### src/rtl/alu_result_bcd_pkg.sv
// Shared definitions for the ALU result binary-to-BCD converter:
// FSM state encoding, BCD nibble width and a counter-width helper.
package alu_result_bcd_pkg;

  typedef enum logic [1:0] {
    ST_IDLE = 2'd0,
    ST_CONV = 2'd1,
    ST_DONE = 2'd2
  } state_e;

  localparam int BCD_W = 4;

  // Bits needed to hold values 0 .. value-1 (minimum 1).
  function automatic int clog2(input int value);
    int r;
    r = 1;
    for (int i = 1; i < 31; i++) begin
      if ((1 << i) < value) r = i + 1;
    end
    return r;
  endfunction

endpackage

### src/rtl/alu_result_bcd_add3.sv
// Double-dabble digit correction: a BCD nibble of 5 or more gets +3 so the
// following left shift carries correctly into the next decimal digit.
module bcd_add3
  import alu_result_bcd_pkg::*;
(
  input  logic [BCD_W-1:0] d,
  output logic [BCD_W-1:0] q
);

  assign q = (d >= 4'd5) ? d + 4'd3 : d;

endmodule

### src/rtl/alu_result_bcd.sv
// Sequential binary-to-BCD converter sitting behind the calculator ALU.
// Accepts a 2*WIDTH-bit result over valid/ready, runs one double-dabble
// shift per clock, and holds DIGITS packed BCD digits until the display
// stage takes them.
// Optional feature: define SIGNED_RESULT_EN to treat bin_i as two's
// complement (magnitude is converted, neg_o flags negative results).
// Without it bin_i is unsigned and neg_o is tied to 0.
module alu_result_bcd
  import alu_result_bcd_pkg::*;
#(
  parameter int WIDTH  = 8,
  parameter int DIGITS = 5
) (
  input  logic                      clk_i,
  input  logic                      rst_n_i,
  input  logic [2*WIDTH-1:0]        bin_i,
  input  logic                      valid_i,
  output logic                      ready_o,
  output logic [BCD_W*DIGITS-1:0]   bcd_o,
  output logic                      neg_o,
  output logic                      valid_o,
  input  logic                      ready_i
);

  localparam int BIN_W   = 2 * WIDTH;
  localparam int BCD_TOT = BCD_W * DIGITS;
  localparam int WORK_W  = BCD_TOT + BIN_W;
  localparam int CNT_W   = clog2(BIN_W + 1);
  localparam logic [CNT_W-1:0] LAST_SHIFT = CNT_W'(BIN_W - 1);

  state_e               state;
  logic [CNT_W-1:0]     cnt;
  logic [BIN_W-1:0]     bin_sr;
  logic [BCD_TOT-1:0]   bcd_sr;
  logic [BCD_TOT-1:0]   bcd_adj;
  logic [WORK_W-1:0]    work;
  logic [WORK_W-1:0]    work_shift;
  logic [BIN_W-1:0]     mag;

  assign ready_o = (state == ST_IDLE);

`ifdef SIGNED_RESULT_EN
  logic signed [BIN_W-1:0] bin_s;
  logic                    load_neg;
  logic                    neg_r;

  // Negative inputs are converted as their magnitude; the most negative
  // value wraps onto itself, which is exactly its unsigned magnitude.
  assign bin_s    = bin_i;
  assign load_neg = (bin_s < 0);
  assign mag      = load_neg ? $unsigned(-bin_s) : bin_i;
`else
  assign mag   = bin_i;
  assign neg_o = 1'b0;
`endif

  // One correction cell per BCD digit, applied before every shift.
  for (genvar g = 0; g < DIGITS; g++) begin : g_add3
    bcd_add3 u_add3 (
      .d (bcd_sr[g*BCD_W +: BCD_W]),
      .q (bcd_adj[g*BCD_W +: BCD_W])
    );
  end

  // BCD digits and remaining binary bits shift as one word so the binary
  // MSB falls into the units digit.
  assign work       = {bcd_adj, bin_sr};
  assign work_shift = work << 1;

  // Control FSM, shift register, counter and registered outputs.
  always_ff @(posedge clk_i or negedge rst_n_i) begin
    if (!rst_n_i) begin
      state   <= ST_IDLE;
      cnt     <= '0;
      bin_sr  <= '0;
      bcd_sr  <= '0;
      bcd_o   <= '0;
      valid_o <= 1'b0;
`ifdef SIGNED_RESULT_EN
      neg_r   <= 1'b0;
      neg_o   <= 1'b0;
`endif
    end else begin
      case (state)
        ST_IDLE: begin
          if (valid_i) begin
            bin_sr <= mag;
            bcd_sr <= '0;
            cnt    <= '0;
`ifdef SIGNED_RESULT_EN
            neg_r  <= load_neg;
`endif
            state  <= ST_CONV;
          end
        end
        ST_CONV: begin
          bcd_sr <= work_shift[WORK_W-1:BIN_W];
          bin_sr <= work_shift[BIN_W-1:0];
          cnt    <= cnt + 1'b1;
          if (cnt == LAST_SHIFT) begin
            bcd_o   <= work_shift[WORK_W-1:BIN_W];
`ifdef SIGNED_RESULT_EN
            neg_o   <= neg_r;
`endif
            valid_o <= 1'b1;
            state   <= ST_DONE;
          end
        end
        ST_DONE: begin
          if (ready_i) begin
            valid_o <= 1'b0;
            state   <= ST_IDLE;
          end
        end
        default: begin
          state <= ST_IDLE;
        end
      endcase
    end
  end

endmodule

### config.mk
export PLATFORM = sky130hd
export DESIGN_NAME = alu_result_bcd
export DESIGN_NICKNAME = d
export VERILOG_FILES = /design/src/rtl/alu_result_bcd_pkg.sv /design/src/rtl/alu_result_bcd_add3.sv /design/src/rtl/alu_result_bcd.sv
export SDC_FILE = /design/constraint.sdc
export NUM_CORES = 1
export LEC_CHECK = 0
export CAP_MARGIN = 10
export CORE_MARGIN = 4
export CORE_UTILIZATION = 49
export CTS_CLUSTER_SIZE = 8
export DETAILED_ROUTE_END_ITERATION = 8
export PLACE_DENSITY = 0.76
export SLEW_MARGIN = 30
export SYNTH_ARGS = -nofsm -noshare
export SYNTH_HDL_FRONTEND = slang
export SYNTH_SLANG_ARGS = --single-unit
### constraint.sdc
create_clock -name clk_i -period 1.7 [get_ports clk_i]
set_clock_uncertainty 0.1 [all_clocks]
set_input_delay 0.17 -clock clk_i [delete_from_list [all_inputs] [get_ports clk_i]]
set_output_delay 0.17 -clock clk_i [all_outputs]
set_load 0.01 [all_outputs]
==> metrics.md, run 1 <==
| Metric | Value |
|---|---|
| First-pass GRT wire length | roughly 11,000 µm |
| Worst slew margin | 58.7% |
| Critical path's largest stage delay | 0.37 ns |
| Main synth FF type | dfrtp_1 |
| Avg Inst Size Synth | 9.50 µm² |
| Share of post-route cells with drive strength above 1 | 15.7% |
| VDD IR max | 743 µV |
| Num CTS Buffers | 9 |
| CTS tree | yes |
| Routed WL | roughly 6500 µm |
| DR DRC count | 0 |
| Yosys reg bits | 64 |
| Core area | 5990 µm² |
| TNS Setup | 0 ns |
| CP Capture Type | register |
| Mapped Cells | 324 |
| YS warnings | 0 |
| Crit Path Max Fanout | 3 |
| Clock share of power | 17.1% |
| Flop pwr share | 39.1% |
| I/O Buffers | ~40 |
| Max-cap violations | 0 |
| Die ar. | about 7600 µm² |
| CTS sink count | 64 |
| TritonRoute pass-1 iters | 4 |
| Cell taking the most area after synthesis | dfrtp_1 |
| Clock latency on the worst-skew pair | 0.34 ns |
| DR vias | between 2,000 and 3,000 |
| Vias in the first global route | approximately 2,400 |
| Die H | 87.3 µm |
| Fin Hold WS | 0.246 ns |
| Antenna Cells | 0 |
| RSZ-0062 raised after global routing | true |
| Root Driver | clkbuf_8 |
| FFs w/ async S/R, synth | 100% |
| Worst-path cell chain | inv_1 > ha_1 > nand2b_1 > a21oi_2 > mux2_2 > o21ai_1 |
| Clock transition at path regs | 0.07 ns |
| Slew Limit Fails | 0 |
| Overall Global Routing Usage | between 10% and 20% |
| Pin count of the biggest net entering global routing | 34 |
| Setup CP Type | register to register |
| Routed WL per cell | 14.1 µm |
| Top cell type's share of synthesized area | 52.0% |
| Longest Clk Path Bufs | 2 |
| Hpwl dp | 4490 µm |
| Mapped Nets | roughly 360 |
| CP startpoint kind | register |
| PD cells | about 1700 nW/µm² |
| Final setup violation count | 0 |
| Leakage | approximately 1.7 nW |
| Total grt overflow | 0 |
| Min Tclk post-route | 1.64 ns |
| Final Hold Fails | 0 |
| Top-Level Pins | 43 |
| Post-Syn Area | 3080 µm² |
| H-tree Lvls | 3 |
| Synth cell types | 30 |
| Fmax | 0.609 GHz |
| Switching pwr | 2.43 mW |
| CP arrival | 1.80 ns |
| Area Overhead vs Synth | 29.2% |
| Comb pwr share | between 40% and 50% |
| Status | finished, final reports clean |
| Via density | 5.40 |
| Worst Max-Slew Pin Slew | around 0.6 ns |
| # rows | 28 |
| Crit path required time | about 1.9 ns |
| Sw Ratio | a little over a third |
| Critical path's slowest cell | mux2_2 |
| EDFF count, synth | 0 |
| Post-DRT Antenna Nets | 0 |
| Fin crit share | 96.5% |
| Final net count | 417 |
| Seq/Total Area, Yosys | between 50% and 60% |
| Antenna violations before repair | 0 |
| Area contributors post-synth | dfrtp_1 52%, o21ai_0 10%, nand2_1 6.1%, ha_1 5.3%, a21oi_1 4.2% |
| RePlAce Congestion | 0.772 |
| Die width | 87.3 µm |
| Iteration-0 DRC Markers | 103 |
| Initial Utilization | 51.4% |
| Internal | approximately 4.3 mW |
| Hold/Removal Path Class | primary input to asynchronous set/reset pin |
==> power by group through the flow <==
stage,registers [mW],logic (mW),clock network [mW]
2_1_floorplan,2.60,1.63,0
3_3_place_gp,2.60,2.71,0
3_5_place_dp,2.62,2.82,0
4_1_cts,2.60,2.82,1.18
5_1_grt,2.70,3.32,1.25
6_report,2.62,2.93,1.14
==> final timing paths <==
kind                            slack, ns      start    endpoint  depth (start not counted)
worst max register to register       0.06  bcd_sr[5]    bcd_o[6]                          6
worst min-delay path                 0.25    rst_n_i    bcd_o[6]                          2
worst max-delay path                 0.06  bcd_sr[5]    bcd_o[6]                          6
min in group clk_i                   0.36  bin_i[13]  bin_sr[13]                          3
worst min register to register       0.38   bcd_o[4]    bcd_o[4]                          2
max in group asynchronous            0.73    rst_n_i   bin_sr[6]                          3
==> timing repair <==
action / in CTS / in global routing
gates cloned: 0 / 1
pin swaps: 0 / 5
hold buffers: 1 / 0
endpoints found under the setup margin: 2 / 28
endpoints found under the hold margin: 19 / 0
gates resized for setup: 3 / 20
buffers inserted: 0 / 2
==> cell usage in the layout (no fill, tap or decap), drive strengths merged <==
| cell | count |
|---|---|
| and2b | 1 |
| a21oi | 26 |
| xnor2 | 5 |
| buf | 26 |
| clkbuf | 12 |
| a32o | 1 |
| o31ai | 1 |
| mux2 | 6 |
| o21ai | 63 |
| clkinv | 4 |
| clkdlybuf4s50 | 39 |
| ha | 13 |
| dfrtp | 64 |
| nand3 | 6 |
| a22o | 2 |
| conb | 1 |
| nand2 | 51 |
| a22oi | 15 |
| dlygate4sd3 | 1 |
| inv | 14 |
| nor2b | 10 |
| nor3b | 9 |
| nor3 | 6 |
| dlygate4sd2 | 1 |
| and3 | 1 |
| nand2b | 6 |
| nor2 | 4 |
==> area by class of cell <==
cell class / count / area (µm²)
fillers: 485 / 2010
multi-input cells: 227 / 1360
flip-flops and latches: 64 / 1600
repair buffers: 68 / 693
inverters: 14 / 52.6
well taps: 75 / 93.8
clock buffers: 11 / 151
clock inverters: 4 / 20.0
==> flip-flops by register name (all words and copies together), names as in the netlist <==
name,flops
bcd_sr,20
state,2
valid_o,1
bcd_o,20
cnt,5
bin_sr,16
==> metrics by stage <==
| step | power, mW | cell area (µm²) | utilization [%] | setup WS (ns) | instances |
|---|---|---|---|---|---|
| floorplan | 4.23 | 3080 | - | 0.0114 | 324 |
| detailed placement | 5.44 | 3720 | 62.1 | 0.00129 | 444 |
| CTS | 6.60 | 3900 | 65.1 | -0.00223 | 460 |
| finish | 6.69 | 3980 | 66.4 | 0.0587 | 463 |
| global route | 7.27 | 3980 | 66.4 | -0.0338 | 463 |
| global placement | 5.31 | 3720 | 62.1 | 0.0612 | 444 |
==> cells in the mapped netlist, types with 6 or more instances <==
| master | number |
|---|---|
| nor3_1 | 6 |
| a22oi_1 | 15 |
| nand2_1 | 50 |
| nand3_1 | 6 |
| nor3b_1 | 9 |
| nor2b_1 | 10 |
| inv_1 | 14 |
| a21oi_1 | 26 |
| nand2b_1 | 6 |
| buf_2 | 9 |
| ha_1 | 13 |
| o21ai_0 | 62 |
| dfrtp_1 | 64 |
==> kinds of logic after synthesis <==
logic type,after synthesis,synth area share [%]
DFF,64,52.0
adders and majority gates,13,5.28
AOI/OAI and AO/OA,108,19.3
other,1,0.122
xor gates and xnor gates,5,1.42
and+or+nand+nor,94,14.6
buffers and inverters,33,4.92
muxes,6,2.32
==> critical path: cells and delay by family (launching register included) <==
| kind | cells | cell delay [ns] |
|---|---|---|
| buf+inv | 1 | 0.08 |
| flops | 1 | 0.36 |
| mux | 1 | 0.37 |
| simple gates | 1 | 0.17 |
| compound gates | 2 | 0.31 |
| fa+ha+maj | 1 | 0.18 |
==> per-layer routing <==
layer  global-route usage (%)  wire [µm]
met5                        0          0
met3                     4.82        335
met1                     22.6       2970
met4                     5.86         61
met2                     29.0       3160
Note: power is estimated with default switching activity, not from simulation.
==> run 2: changes to the inputs <==
--- a/config.mk
+++ b/config.mk
@@ -6,11 +6,13 @@
 export NUM_CORES = 1
 export LEC_CHECK = 0
 export CAP_MARGIN = 10
+export CELL_PAD_IN_SITES_DETAIL_PLACEMENT = 1
+export CELL_PAD_IN_SITES_GLOBAL_PLACEMENT = 2
 export CORE_MARGIN = 4
-export CORE_UTILIZATION = 49
+export CORE_UTILIZATION = 31
 export CTS_CLUSTER_SIZE = 8
 export DETAILED_ROUTE_END_ITERATION = 8
-export PLACE_DENSITY = 0.76
+export PLACE_DENSITY_LB_ADDON = 0.1
 export SLEW_MARGIN = 30
 export SYNTH_ARGS = -nofsm -noshare
 export SYNTH_HDL_FRONTEND = slang
==> run 2 against run 1 <==
Net effect:
- fmax about the same
- sequential power hardly changed
- cell area grew 4.8%
- clock power rose by 39%
- global-route usage decreased by 3.4 points
- critical path type unchanged
==> metrics.md, run 2 (synthesized netlist as in run 1, its figures left out) <==
| Metric | Value |
|---|---|
| Status | finished, final reports clean |
| Area Overhead vs Synth | 35.4% |
| Overall Global Routing Usage | between 10% and 20% |
| Num CTS Buffers | 9 |
| Setup CP Type | register to register |
| CTS sink count | 64 |
| Busiest grt layer | met2 |
| CP Capture Type | register |
| Final setup violation count | 0 |
| Root Driver | clkbuf_8 |
| Iteration-0 DRC Markers | 52 |
| Global routing usage on met2 | about a quarter |
| Final net count | 420 |
| Max-cap violations | 0 |
| Design area | 4170 µm² |
| Top-Level Pins | 43 |
| I/O Buffers | 41 |
| Worst flop-to-flop path startpoint | bcd_sr[8] |
| Fin crit share | 96.5% |
| Hold/Removal Path Class | primary input to asynchronous set/reset pin |
| H-tree Lvls | 3 |
| Total grt overflow | 0 |
| DR DRC count | 0 |
| Antenna Cells | 0 |
| Crit Path Max Fanout | 4 |
| Tot Pwr | 7.33 mW |
| Antenna violations before repair | 0 |
| Grt met1 use | 18.3% |
| Clock latency on the worst-skew pair | 0.34 ns |
| Via density | around 4.8 |
| Core area | a little under 10,000 µm² |
| Leakage | 1.80 nW |
| Crit path required time | 1.86 ns |
| PD cells | 1760 nW/µm² |
| Worst slew margin | 53.6% |
| First-pass GRT wire length | 13,000 µm |
| CTS tree | yes |
| Worst Max-Slew Pin Slew | 0.695 ns |
| TritonRoute pass-1 iters | 4 |
| Fmax | 0.610 GHz |
| Initial Utilization | 31.6% |
| # rows | 36 |
| CP startpoint kind | register |
| Die ar. | 11,600 µm² |
| Setup crit start | bcd_sr[8] |
| Hpwl dp | 5100 µm |
| Area post-placement | 3800 µm² |
| Pin count of the biggest net entering global routing | 65 |
| VDD IR max | 522 µV |
| RSZ-0062 raised after global routing | true |
| Die width | 108 µm |
| Slew Limit Fails | 0 |
| Post-DRT Antenna Nets | 0 |
| Commonest non-fill, non-tap cell in the layout | dfrtp_1 |
| Final Hold Fails | 0 |
| DR vias | 2,525 |
| Most frequent cells in the layout | 64 x dfrtp_1, 53 x o21ai_0, 50 x nand2_1 |
| Longest Clk Path Bufs | 2 |
| Biggest regs | bcd_o x20, bcd_sr x20, bin_sr x16 |
| Clock transition at path regs | 0.07 ns |
| Min Tclk post-route | between 1.5 and 2 ns |
| Die H | 108 µm |
| Routed WL per cell | around 15 µm |
| GRT met3 Usage | 3.60% |
| Vias in the first global route | between 2,000 and 3,000 |
| Routed WL | 7730 µm |
| Share of post-route cells with drive strength above 1 | approximately 18% |
| RePlAce Congestion | 0.696 |
| CP arrival | about 1.8 ns |
[run 2: cell types whose count changed in the layout (fill, tap and decap cells not counted), sizes merged]
cell,delta
clkinv,-2
clkinvlp,+1
bufinv,+3
clkbuf,-1
buf,+3
[run 2: cell type report]
class | count | area [µm²]
multi-input combinational | 227 | 1410
tap | 133 | 166
inverter | 14 | 52.6
clock inverter | 6 | 108
timing repair buffer | 71 | 703
clock buffer | 10 | 128
sequential | 64 | 1600
fill | 1123 | 5560
[run 2: path summary, 6_finish.rpt]
| kind | end | cells past startpoint | slack, ns |
|---|---|---|---|
| worst max-delay path | bcd_sr[10] | 5 | 0.06 |
| worst min-delay path | bcd_o[6] | 3 | 0.27 |
| worst max register to register | bcd_sr[10] | 5 | 0.06 |
| worst min register to register | bcd_o[9] | 2 | 0.38 |
| max in group asynchronous | cnt[0] | 3 | 0.92 |
| min in group clk_i | bin_sr[10] | 3 | 0.35 |
[run 2: timing repair]
item                       4_1_cts  5_1_grt
hold endpoints to repair        64        0
buffers inserted                 0        2
resized for setup                8       25
gates cloned                     0        1
hold buffers                     1        0
setup endpoints to repair       23       25
pin swaps                        0        4
[run 2: power by group]
group	internal (mW)	leakage [nW]	switching, mW
combinational	1.63	0.847	1.46
clock	0.970	0.116	0.621
sequential	2.13	0.835	0.523
total	4.72	1.80	2.61
[run 2: per-stage QoR]
stage          cells  utilization [%]  setup TNS [ns]  worst slack, ns  hold slack (ns)
3_3_place_gp     505             39.1               0          0.00691            0.120
4_1_cts          522             41.8               0          0.00221            0.287
3_5_place_dp     505             39.1          -0.848          -0.0866            0.119
5_1_grt          525             42.8         -0.0689          -0.0256            0.305
6_report         525             42.8               0           0.0598            0.272
2_1_floorplan    324                -               0           0.0114           -0.226
[run 2: worst max-delay path: stages, from the launching register on]
cell and delay, ns:
dfrtp_1 0.43, ha_1 0.21, nand2b_1 0.17, a21oi_2 0.18, mux2_4 0.33, o21ai_0 0.14
[run 2: metal layers]
layer  vias up  wire length (µm)
met3         8               269
met2        40              3670
met4         0               105
met5         -                 0
li1       1237                 -
met1      1240              3680
==> run 3: changes to the inputs <==
==> constraint.sdc (replaced) <==
create_clock -name clk_i -period 1.4 [get_ports clk_i]
set_clock_uncertainty 0.1 [all_clocks]
set_input_delay 0.14 -clock clk_i [delete_from_list [all_inputs] [get_ports clk_i]]
set_output_delay 0.14 -clock clk_i [all_outputs]
set_load 0.01 [all_outputs]
==> run 3 against run 2 <==
Net effect:
- the flow now finishes with violations (setup timing)
- sequential share of layout area fell by 7.6 points
- clock power increased by 21%
- sequential cell count unchanged
- cell area is 25% higher
- fmax up 3.5%
- count of clock-buffer cells in the layout is 2 higher
- die area unchanged
- power rose by 56%
==> metrics.md, run 3 (synthesized netlist as in run 1, its figures left out) <==
| Metric | Value |
|---|---|
| Final setup violation count | 33 |
| Clock transition at path regs | 0.08 ns |
| CTS tree | yes |
| Pin count of the biggest net entering global routing | 31 |
| Internal | 7.18 mW |
| CP arrival | 1.71 ns |
| Design area | 5220 µm² |
| Commonest non-fill, non-tap cell in the layout | buf_4 |
| Most frequent cells in the layout | 64 x buf_4, 61 x dfrtp_1, 33 x nand2_1, 33 x o21ai_1, 21 x dlygate4sd2_1 |
| Min Tclk post-route | about 1.6 ns |
| Antenna Cells | 0 |
| Top-Level Pins | 43 |
| Final core occ | 53.6% |
| Status | finished, violations left |
| # rows | 36 |
| Share of post-route cells with drive strength above 1 | 47.8% |
| I/O Buffers | 41 |
| Fmax | 0.631 GHz |
| Max-cap violations | 0 |
| CP startpoint kind | register |
| Slew Limit Fails | 0 |
| Antenna violations before repair | 0 |
| Core area | 9730 µm² |
| Sw Ratio | 37.2% |
| Via density | 4.83 |
| Initial Utilization | 31.6% |
| Switching pwr | 4.25 mW |
| Area post-placement | 4250 µm² |
| CP Capture Type | register |
| Fin crit share | 113% |
| DR vias | ~2,800 |
| CP delay by family, top | flip-flops |
| GRT met3 Usage | approximately 2.5% |
| Failing checks | setup timing |
| Overall Global Routing Usage | 15.8% |
| Clock latency on the worst-skew pair | 0.34 ns |
| Leakage | 2.33 nW |
| Hold/Removal Path Class | primary input to asynchronous set/reset pin |
| RePlAce Congestion | 0.740 |
| Busiest grt layer | met2 |
| H-tree Lvls | 3 |
| Crit path required time | 1.53 ns |
| PD cells | 2190 nW/µm² |
| Routed WL per cell | 16.3 µm |
| Fill cells | 1,085 |
| Final net count | 478 |
| Flip-flop and latch area | 1610 µm² |
| Die H | around 110 µm |
| Longest Clk Path Bufs | 2 |
| Setup slack after layout | -0.185 ns |
| Critical path's largest stage delay | 0.39 ns |
| Grt met1 use | 20.8% |
| Crit Path Max Fanout | 8 |
| Iteration-0 DRC Markers | 50 |
| Setup CP Type | register to register |
| CTS sink count | 64 |
| First-pass GRT wire length | 14,500 µm |
| Comb pwr share | between 50% and 60% |
| VDD IR max | roughly 640 µV |
| Crit path buffers/inverters | 0 |
| TritonRoute pass-1 iters | 4 |
| Clock share of power | between 15 and 20% |
| Final Hold Fails | 0 |
| DR DRC count | 0 |
| Global routing usage on met2 | 26.2% |
| Flop pwr share | 28.9% |
| Num CTS Buffers | 9 |
| Die width | 108 µm |
| Root Driver | clkbuf_8 |
| TNS Setup | -3.32 ns |
| Vias in the first global route | 2,882 |
| Worst-path cell chain | ha_2 > and3_4 > ha_4 > nand2_8 > mux2_4 |
| RSZ-0062 raised after global routing | true |
| Area Overhead vs Synth | 69.5% |
| Critical path's slowest cell | dfrtp_1 |
| Total grt overflow | 0 |
| Die ar. | 11,600 µm² |
| Routed WL | 9530 µm |
| Area of the multi-input gates | 1930 µm² |
| Biggest regs | bcd_o x20, bcd_sr x20, bin_sr x16 |
| Post-DRT Antenna Nets | 0 |
| Hpwl dp | 5720 µm |
-- run 3: cell count changes in the layout (fill, tap and decap cells not counted), sizes merged --
cell	before	now
buf	29	86
dlygate4sd2	1	21
clkdlybuf4s50	39	18
bufinv	3	2
clkbuf	11	15
clkinv	2	0
clkinvlp	1	2
-- run 3: final cells by class --
cell class | instances | area share (%)
multi-input cells | 227 | 37.0
flip-flops and latches | 64 | 30.8
repair buffers | 129 | 23.4
well taps | 133 | 3.19
clock buffers | 12 | 3.17
clock inverters | 4 | 1.44
inverters | 14 | 1.06
-- run 3: what timing repair did --
| action | in CTS | in global routing |
|---|---|---|
| endpoints found under the hold margin | 51 | 0 |
| hold buffers | 1 | 0 |
| cloned | 2 | 5 |
| setup endpoints to repair | 58 | 51 |
| pin swaps | 4 | 23 |
| buffers inserted | 11 | 16 |
| gates resized for setup | 56 | 116 |
-- run 3: metrics by stage --
step	total power [mW]	hold slack [ns]	instances	setup slack, ns
after CTS	10.2	0.177	565	-0.122
after detailed placement	7.94	0.00775	535	-0.112
after floorplan	5.86	-0.256	324	-0.162
final	11.4	0.179	583	-0.185
after global routing	12.3	0.190	583	-0.211
after global placement	7.77	0.00601	535	-0.0907
-- run 3: final timing paths --
check	from	end	slack (ns)	cells past startpoint
min in group clk_i	bin_i[10]	bin_sr[10]	0.31	3
worst max register to register	cnt[0]	bcd_o[0]	-0.19	5
worst min register to register	bcd_o[14]	bcd_o[14]	0.38	2
max in group asynchronous	rst_n_i	state[1]	0.49	3
worst min-delay path	rst_n_i	bcd_o[4]	0.18	2
worst max-delay path	cnt[0]	bcd_o[0]	-0.19	5
-- run 3: power by group through the flow --
| stage | registers (mW) | clock network (mW) | logic (mW) |
|---|---|---|---|
| after global placement | 3.22 | 0 | 4.55 |
| after CTS | 3.19 | 1.97 | 5.06 |
| after floorplan | 3.25 | 0 | 2.61 |
| after global routing | 3.42 | 2.05 | 6.82 |
| final | 3.30 | 1.93 | 6.20 |
| after detailed placement | 3.24 | 0 | 4.70 |
-- run 3: metal layers --
metal | vias up | wire, µm
met2 | 45 | 4730
met5 | - | 0
li1 | 1369 | -
met1 | 1391 | 4390
met3 | 12 | 284
met4 | 0 | 120
